===== src/rtl/fetch_pkg.sv =====
`default_nettype none
// ============================================================================
// Module : fetch_pkg
// Brief  : Shared types and constants for the instruction fetch controller:
//          address/data widths, prefetch buffer depth, controller state
//          encoding and the {pc, instr} buffer entry.
// Rev    : 1.0  initial release
// ============================================================================
package fetch_pkg;

  localparam int unsigned ADDR_W     = 8;
  localparam int unsigned DATA_W     = 8;
  localparam int unsigned FIFO_DEPTH = 2;

  typedef enum logic [0:0] {
    ST_VEC = 1'b0,
    ST_RUN = 1'b1
  } state_e;

  typedef struct packed {
    logic [ADDR_W-1:0] pc;
    logic [DATA_W-1:0] instr;
  } fetch_entry_t;

endpackage
`default_nettype wire


===== src/rtl/fetch_fifo.sv =====
`default_nettype none
// ============================================================================
// Module : fetch_fifo
// Brief  : Two-entry prefetch buffer of {pc, instr} records. Supports a push
//          and a pop in the same cycle (also when full) and a synchronous
//          flush that empties the buffer and drops any same-cycle push.
// Ports  : clk, rst_n       clock / async active-low reset
//          flush_i          empty the buffer (wins over push/pop)
//          push_i, entry_i  enqueue request and record
//          pop_i            consumer ready; a pop happens when valid_o && pop_i
//          head_o, valid_o  head record and its valid flag
//          push_ok_o        a push this cycle would be accepted
// Rev    : 1.0  initial release
// ============================================================================
module fetch_fifo
  import fetch_pkg::*;
(
  input  logic         clk,
  input  logic         rst_n,
  input  logic         flush_i,
  input  logic         push_i,
  input  fetch_entry_t entry_i,
  input  logic         pop_i,
  output fetch_entry_t head_o,
  output logic         valid_o,
  output logic         push_ok_o
);

  // Head/tail shift structure: the head register feeds the outputs directly,
  // so the presented record is stable until it is popped.
  fetch_entry_t head_q, head_d;
  fetch_entry_t tail_q, tail_d;
  logic [1:0]   count_q, count_d;

  logic w_pop;
  logic w_push;
  logic w_full;

  assign w_full    = (count_q == 2'(FIFO_DEPTH));
  assign w_pop     = pop_i && (count_q != 2'd0);
  assign push_ok_o = !w_full || w_pop;
  assign w_push    = push_i && push_ok_o;

  always_comb begin
    head_d  = head_q;
    tail_d  = tail_q;
    count_d = count_q;
    if (flush_i) begin
      count_d = 2'd0;
    end else begin
      case ({w_push, w_pop})
        2'b11: begin
          if (count_q == 2'd1) begin
            head_d = entry_i;
          end else begin
            head_d = tail_q;
            tail_d = entry_i;
          end
        end
        2'b01: begin
          head_d  = tail_q;
          count_d = count_q - 2'd1;
        end
        2'b10: begin
          if (count_q == 2'd0) begin
            head_d = entry_i;
          end else begin
            tail_d = entry_i;
          end
          count_d = count_q + 2'd1;
        end
        default: ;
      endcase
    end
  end

  always_ff @(posedge clk or negedge rst_n) begin
    if (!rst_n) begin
      head_q  <= '0;
      tail_q  <= '0;
      count_q <= 2'd0;
    end else begin
      head_q  <= head_d;
      tail_q  <= tail_d;
      count_q <= count_d;
    end
  end

  assign head_o  = head_q;
  assign valid_o = (count_q != 2'd0);

endmodule
`default_nettype wire


===== src/rtl/fetch_ctrl.sv =====
`default_nettype none
// ============================================================================
// Module : fetch_ctrl
// Brief  : Instruction fetch controller. After reset it spends one cycle
//          loading the reset vector, then streams sequential ROM bytes into a
//          two-entry prefetch buffer. Branches (and, optionally, interrupt
//          entry / return) flush the buffer and redirect the fetch pointer.
// Config : FETCH_IRQ_EN - when defined, builds interrupt entry/return logic
//          (irq, rti, vec_irq, irq_ack). Otherwise those inputs are ignored
//          and irq_ack is tied low.
// Ports  : clk, rst_n             clock / async active-low reset
//          imem_addr, imem_data   combinational instruction ROM port
//          vec_reset, vec_irq     reset and interrupt vectors
//          out_instr/out_pc/out_valid/out_ready  instruction stream handshake
//          br_taken, br_target    branch redirect pulse and target
//          irq, rti, irq_ack      interrupt request, return, entry pulse
// Rev    : 1.0  initial release
// ============================================================================
module fetch_ctrl
  import fetch_pkg::*;
(
  input  logic              clk,
  input  logic              rst_n,
  output logic [ADDR_W-1:0] imem_addr,
  input  logic [DATA_W-1:0] imem_data,
  input  logic [ADDR_W-1:0] vec_reset,
  input  logic [ADDR_W-1:0] vec_irq,
  output logic [DATA_W-1:0] out_instr,
  output logic [ADDR_W-1:0] out_pc,
  output logic              out_valid,
  input  logic              out_ready,
  input  logic              br_taken,
  input  logic [ADDR_W-1:0] br_target,
  input  logic              irq,
  input  logic              rti,
  output logic              irq_ack
);

  state_e            state_q, state_d;
  logic [ADDR_W-1:0] fetch_pc_q, fetch_pc_d;

  logic              w_run;
  logic              w_flush;
  logic              w_push;
  logic              w_push_ok;
  logic              w_irq_take;
  logic              w_rti_take;
  logic [ADDR_W-1:0] w_saved_pc;
  fetch_entry_t      w_entry;
  fetch_entry_t      w_head;

  assign w_run = (state_q == ST_RUN);

`ifdef FETCH_IRQ_EN
  logic [ADDR_W-1:0] saved_pc_q, saved_pc_d;
  logic              in_handler_q, in_handler_d;
  logic              irq_ack_q;

  // A branch in the same cycle wins; rti is a pulse and is simply lost,
  // while a held irq level is taken on a later cycle.
  assign w_rti_take = w_run && rti && in_handler_q && !br_taken;
  assign w_irq_take = w_run && irq && !in_handler_q && !br_taken;
  assign w_saved_pc = saved_pc_q;

  always_comb begin
    saved_pc_d   = saved_pc_q;
    in_handler_d = in_handler_q;
    if (w_irq_take) begin
      // Resume at the oldest instruction not yet consumed.
      saved_pc_d   = out_valid ? w_head.pc : fetch_pc_q;
      in_handler_d = 1'b1;
    end else if (w_rti_take) begin
      in_handler_d = 1'b0;
    end
  end

  always_ff @(posedge clk or negedge rst_n) begin
    if (!rst_n) begin
      saved_pc_q   <= '0;
      in_handler_q <= 1'b0;
      irq_ack_q    <= 1'b0;
    end else begin
      saved_pc_q   <= saved_pc_d;
      in_handler_q <= in_handler_d;
      irq_ack_q    <= w_irq_take;
    end
  end

  assign irq_ack = irq_ack_q;
`else
  logic w_unused_irq;

  assign w_rti_take   = 1'b0;
  assign w_irq_take   = 1'b0;
  assign w_saved_pc   = '0;
  assign irq_ack      = 1'b0;
  assign w_unused_irq = ^{irq, rti, vec_irq};
`endif

  always_comb begin
    state_d    = state_q;
    fetch_pc_d = fetch_pc_q;
    w_flush    = 1'b0;
    w_push     = 1'b0;
    case (state_q)
      ST_VEC: begin
        fetch_pc_d = vec_reset;
        state_d    = ST_RUN;
      end
      ST_RUN: begin
        if (br_taken) begin
          w_flush    = 1'b1;
          fetch_pc_d = br_target;
        end else if (w_rti_take) begin
          w_flush    = 1'b1;
          fetch_pc_d = w_saved_pc;
        end else if (w_irq_take) begin
          w_flush    = 1'b1;
          fetch_pc_d = vec_irq;
        end else if (w_push_ok) begin
          w_push     = 1'b1;
          fetch_pc_d = fetch_pc_q + 8'd1;
        end
      end
      default: begin
        state_d = ST_VEC;
      end
    endcase
  end

  always_ff @(posedge clk or negedge rst_n) begin
    if (!rst_n) begin
      state_q    <= ST_VEC;
      fetch_pc_q <= '0;
    end else begin
      state_q    <= state_d;
      fetch_pc_q <= fetch_pc_d;
    end
  end

  assign imem_addr     = fetch_pc_q;
  assign w_entry.pc    = fetch_pc_q;
  assign w_entry.instr = imem_data;

  fetch_fifo u_fifo (
    .clk       (clk),
    .rst_n     (rst_n),
    .flush_i   (w_flush),
    .push_i    (w_push),
    .entry_i   (w_entry),
    .pop_i     (out_ready),
    .head_o    (w_head),
    .valid_o   (out_valid),
    .push_ok_o (w_push_ok)
  );

  assign out_pc    = w_head.pc;
  assign out_instr = w_head.instr;

endmodule
`default_nettype wire

===== config.mk =====
export PLATFORM = sky130hd
export DESIGN_NAME = fetch_ctrl
export DESIGN_NICKNAME = d
export VERILOG_FILES = /design/src/rtl/fetch_pkg.sv /design/src/rtl/fetch_fifo.sv /design/src/rtl/fetch_ctrl.sv
export SDC_FILE = /design/constraint.sdc
export NUM_CORES = 1
export LEC_CHECK = 0
export CAP_MARGIN = 20
export CORE_ASPECT_RATIO = 1.75
export CORE_MARGIN = 2
export CORE_UTILIZATION = 45
export CTS_CLUSTER_DIAMETER = 50
export DETAILED_ROUTE_END_ITERATION = 8
export GPL_TIMING_DRIVEN = 1
export PLACE_DENSITY = 0.77
export SYNTH_ARGS = -nofsm -noshare
export SYNTH_HDL_FRONTEND = slang
export SYNTH_SLANG_ARGS = --single-unit

===== constraint.sdc =====
create_clock -name clk -period 4.35 [get_ports clk]
set_input_delay 0.87 -clock clk [delete_from_list [all_inputs] [get_ports clk]]
set_output_delay 0.87 -clock clk [all_outputs]
set_load 0.01 [all_outputs]

# After elaboration in Yosys (flattened, before gate mapping)
# Cells that the tools add are included.
[word_totals] regBits=43 in_bits=38 out_inout_bits=26 word_cells=48
[classes] addsub=3 eq_ne=9 muxes=16 bitwise=2 reduce_logical=11
[ops] op="16-bit 2-to-1 mux" n=4
[ops] op="16-bit case mux with 3 select lines" n=1
[ops] op="16-bit case mux with 2 select lines" n=1
[ops] op="8-bit 2-to-1 mux" n=2
[ops] op="8-bit case mux with 2 select lines" n=1
[ops] op="8-bit by 1-bit adder with 8-bit output, second input constant" n=1
[ops] op="2-bit equality test, second input constant" n=3
[ops] op="3-bit nonzero test" n=2
[ops] op="1-bit 2-to-1 mux" n=5
[ops] op="2-bit by 1-bit equality test with 1-bit output, second input constant" n=2
[ops] op="2-bit != test, second input constant" n=2
[ops] op="2-bit case mux with 2 select lines" n=1
[ops] op="4-bit AND reduction" n=1
[ops] op="2-bit nonzero test" n=2
[ops] op="3-bit by 2-bit != test with 1-bit output, second input constant" n=1
[ops] op="3-bit AND reduction" n=1
[ops] op="2-bit by 1-bit adder with 2-bit output, second input constant" n=1
[ops] op="1-bit logical AND" n=2
[ops] op="2-bit zero test" n=1
[ops] op="2-bit 2-to-1 mux" n=1
[ops] op="2-bit by 1-bit != test with 1-bit output, second input constant" n=1
[ops] op="1-bit inverter" n=2
[ops] op="2-bit by 1-bit subtractor with 2-bit output, second input constant" n=1
[ops] op="1-bit zero test" n=1
[ops] op="1-bit logical OR" n=1

# Depth between registers and ports, before layout
[depth] ltp_word=10 mapped_depth=14 mapped_depth_nobuf=11

# Cells and area by module
# From an unflattened synthesis, not the netlist that was laid out.
[hier_totals] hier_cells=241 area_unflattened_um2=2567.5
[modules_own_cells] mod="fetch_fifo" instances=1 cells_each=167 area_each_um2=1946.9 seq_area_each_um2=850.8
[modules_own_cells] mod="fetch_ctrl" instances=1 cells_each=74 area_each_um2=620.6 seq_area_each_um2=225.2

# Worst setup path before layout
# OpenSTA, ideal clock, no wires.
[synth_path] path_kind="input -> register" from="input port out_ready" to="register u_fifo.tail_q[0] in the netlist's numbering" setup_time_ps=125 t_arrival_ps=2578 required_ps=4225 path_slack_ps=1647 stages=10 path_buffers=3 path_cell_list="nor2b_2 > nor2_1 > buf_2 > nor2_1 > ha_1 > buf_2 > a22oi_2 > o211ai_4 > buf_6 > mux2_4"
[synth_via] elab_chain_cells=9 word_cells_on_any_way=13 classes_between="4 x eq/ne; 4 x mux; 5 x reduce/logical"
[synth_lines] item="start: declaration" line_no="fetch_ctrl.sv:31" rtl="input logic out_ready,"
[synth_lines] item="1-bit logical AND (*)" line_no="fetch_fifo.sv:40" rtl="assign w_pop = pop_i && (count_q != 2'd0);"
[synth_lines] item="1-bit logical OR" line_no="fetch_fifo.sv:41" rtl="assign push_ok_o = !w_full || w_pop;"
[synth_lines] item="1-bit 2-to-1 mux" line_no="fetch_ctrl.sv:120" rtl="end else if (w_push_ok) begin"
[synth_lines] item="1-bit 2-to-1 mux" line_no="fetch_ctrl.sv:111" rtl="if (br_taken) begin"
[synth_lines] item="1-bit 2-to-1 mux" line_no="fetch_ctrl.sv:105" rtl="case (state_q)"
[synth_lines] item="1-bit logical AND" line_no="fetch_fifo.sv:42" rtl="assign w_push = push_i && push_ok_o;"
[synth_lines] item="2-bit equality test" line_no="fetch_fifo.sv:51" rtl="case ({w_push, w_pop})"
[synth_lines] item="2-bit != test (no source line) or 2-bit nonzero test (tied branches)"
[synth_lines] item="4-bit AND reduction (no source line)"
[synth_lines] item="end signal: assignment" line_no="fetch_fifo.sv:84" rtl="tail_q <= tail_d;"
[synth_lines] item="end: declaration" line_no="fetch_fifo.sv:32" rtl="fetch_entry_t tail_q, tail_d;"
# Mark *: on every way between the ends. The rest lies on a longest branch, timed or not.
# A chain may end at the register's enable or synchronous reset.

# Worst setup path after layout
[layout_path] from="input port out_ready" to="register u_fifo.tail_q[15] in the netlist's numbering"
# The elaborated chain is that of the path after synthesis.

==> run metrics <==
top post-synthesis cells by area dfrtp_1, mux2_2, a22oi_1, nand2_1, mux2_4; Post-synth EDFFs 0; PwrDens 628.5 nW/um^2; level count of the clock H-tree 2; clock slew at reported path FFs 0.09 ns; CTS tree built; Post-CTS Hold Fix Bufs 0; Setup Buffers After CTS 0; startpoint types input pin; die height 103.1 um; fmax 0.3033 GHz; die area 6247 um^2; post-DP HPWL 3641 um; worst-skew pair later-pin latency 0.30 ns; TritonCTS Sinks 43; Max Cap Violations 0; Mapped Cells 254; top-count cell post-synth dfrtp_1; fin crit share 0.7580; Vias/cell 5.433; Synth top cells by count dfrtp_1, nand2_1, a22oi_1, mux2_2, o21ai_0; filler instances 489; Synth Area per Inst 9.936 um^2; Yosys cell types 38; RR Startpoint u_fifo.count_q[0]$_DFFE_PN0P_; crit path max fanout 17; Hold Vio Cnt, Final 0; Syn Nets 299; Final nets 342; Synth top area share 0.4264; M3 GR Usage 0.03890; run status complete, no violations; area leader, netlist dfrtp_1; Setup WS post-layout 1.053 ns; Async S/R FF share, synth 1.000; Worst setup EP type flop; I/O pin cnt 64; Peak VDD IR 0.0002339 V; global-route wire length before repair 8914 um; initial antenna violation count 0; Worst EP required 4.53 ns; worst rel slew slack 0.3717; post-synthesis sequential area ratio 0.4264; Synth Register Bits 43; drt first pass iters 4; Top Family by Delay on Critical Path simple AND/OR/NAND/NOR gates; final wirelength 5370 um; Slew @ Worst Pin 0.9424 ns; P_leak 1.356 nW; CTS max path bufs 2; largest net degree at the start of global routing 44; Global Route Usage Sum 0.1870; drt drc 0; CP max-delay cell ha_1; Largest stage delay, worst path 0.45 ns; TritonCTS Buffers 5; FP Rows 36; worst reg2reg path depth 10; layout cells sized above 1 0.1577; Inserted Diodes 0; Post-Syn Area 2524 um^2; Vias 2032; CP Buf/Inv Count 2; Starting Density 0.4592; worst-path cell chain clkdlybuf4s50_1 > nor2b_2 > nor2_1 > nor2_1 > ha_1 > a22oi_2 > o211ai_4 > buf_4 > mux2_2; Crit path arrival time 3.48 ns; worst hold start u_fifo.head_o[1]$_DFFE_PN0P_; routed len/inst 14.36 um; RSZ-0062 raised after global routing false; max-slew violations 0; Hold Crit Class flop to flop; WHS Endpoint u_fifo.head_o[1]$_DFFE_PN0P_; reg2reg end u_fifo.tail_q[15]$_DFFE_PN0P_; Die W 60.61 um; drt initial violations 124; worst hold stages 2; post-route ant nets 0; GRT busiest layer met2; ys flop type dfrtp_1; Setup WS pre-CTS 0.7643 ns; Setup Crit Path Kind input pin to flop; Period minus WS final 3.297 ns; Core ar. 5495 um^2; Core Util, Final 0.5792; post-cts resize count 0; Worst Skew 0.01002 ns; synthesis-to-finish area growth 26.13%; RePlAce Congestion 0.7967; # port buffers 52; Yosys warning count 0; final setup violation count 0; worst reg-to-reg setup slack 1.32 ns; gr ovfl total 0; number of global-route vias before repair 1913; Setup TNS Final 0 ns; met2 Use GR 0.3069; clock root cell clkbuf_8; M1 GR Usage 0.2321; Worst path most repeated cell nor2_1
[registers in the layout, indices dropped and copies added, names as in the netlist]
register,cells
u_fifo.count_q,2
u_fifo.tail_q,16
u_fifo.head_o,16
imem_addr,8
state_q,1
[per-layer routing]
layer,vias to the layer above,share of wire
met1,966,0.42
met2,64,0.51
met5,-,0
met3,11,0.038
li1,991,-
met4,0,0.026
[logic make-up after synthesis]
| group | synth area share |
|---|---|
| AND/OR/NAND/NOR | 0.09768 |
| other | 0.002976 |
| AO/OA/AOI/OAI | 0.2186 |
| XOR/XNOR | 0.006942 |
| buffers and inverters | 0.05850 |
| flip-flops | 0.4264 |
| adder cells (fa/ha/maj) | 0.03470 |
| multiplexers | 0.1542 |
[placed cells by master, fill, tap and decap left out, types with 2 or more instances in the layout]
master           netlist  routed
xnor2_1                2       2
mux2_2                23      23
o22a_1                 2       2
ha_1                   7       7
clkbuf_8               0       5
bufinv_16              0       2
a22oi_1               23      23
nand2_1               39      39
o21ai_1               16      16
o31ai_1                2       2
o21ai_0               20      20
inv_1                  9       9
clkdlybuf4s50_1        0      51
dfrtp_1               43      43
nand3_1                4       4
mux2_4                 8       8
buf_4                  3       4
a22o_1                 3       3
conb_1                 2       2
a2bb2oi_1              4       4
nor2_1                 9       9
a31oi_1                2       2
[through the flow]
stage | area [um^2] | cells | hold slack, ns | total power [W]
2_1_floorplan | 2524 | 254 | 0.4683 | 0.001337
3_3_place_gp | 3050 | 366 | 0.4668 | 0.001606
3_5_place_dp | 3050 | 366 | 0.4742 | 0.001641
4_1_cts | 3183 | 374 | 0.4939 | 0.002017
5_1_grt | 3183 | 374 | 0.5136 | 0.002164
6_report | 3183 | 374 | 0.4863 | 0.002000
[power by group]
group	internal, W	switching (W)	leakage [nW]
Clock	0.000230	0.000141	0.0654
Combinational	0.000508	0.000441	0.759
Sequential	0.000563	0.000119	0.532
[worst max path at each step]
stage	from	to	slack [ns]	cells after the start
finish	out_ready	u_fifo.tail_q[15]$_DFFE_PN0P_	1.05	9
global route	out_ready	u_fifo.tail_q[15]$_DFFE_PN0P_	0.88	9
CTS	out_ready	u_fifo.tail_q[15]$_DFFE_PN0P_	1.04	9
detailed placement	out_ready	u_fifo.tail_q[15]$_DFFE_PN0P_	0.76	9
global placement	out_ready	u_fifo.tail_q[14]$_DFFE_PN0P_	0.83	9
floorplan	out_ready	u_fifo.tail_q[0]$_DFFE_PN0P_	1.65	10
[cell type report]
type                    instances  area [um^2]  share of cell area
repair buffers                 56        545.5              0.1714
clock inverters                 2        60.06             0.01887
clock buffers                   6        72.57             0.02280
multi-input cells             182         1300              0.4084
flip-flops and latches         43         1076              0.3380
inverters                       9        33.78             0.01061
well taps                      76        95.09             0.02987
[worst register-to-register path, cell delays in order (launching register included)]
cell	delay (ns)
dfrtp_1	0.39
inv_1	0.08
ha_1	0.28
nor2b_2	0.31
nor2_1	0.24
nor2_1	0.27
ha_1	0.45
a22oi_2	0.13
o211ai_4	0.10
buf_4	0.31
mux2_2	0.37
Note: power is estimated with default switching activity, not from simulation.
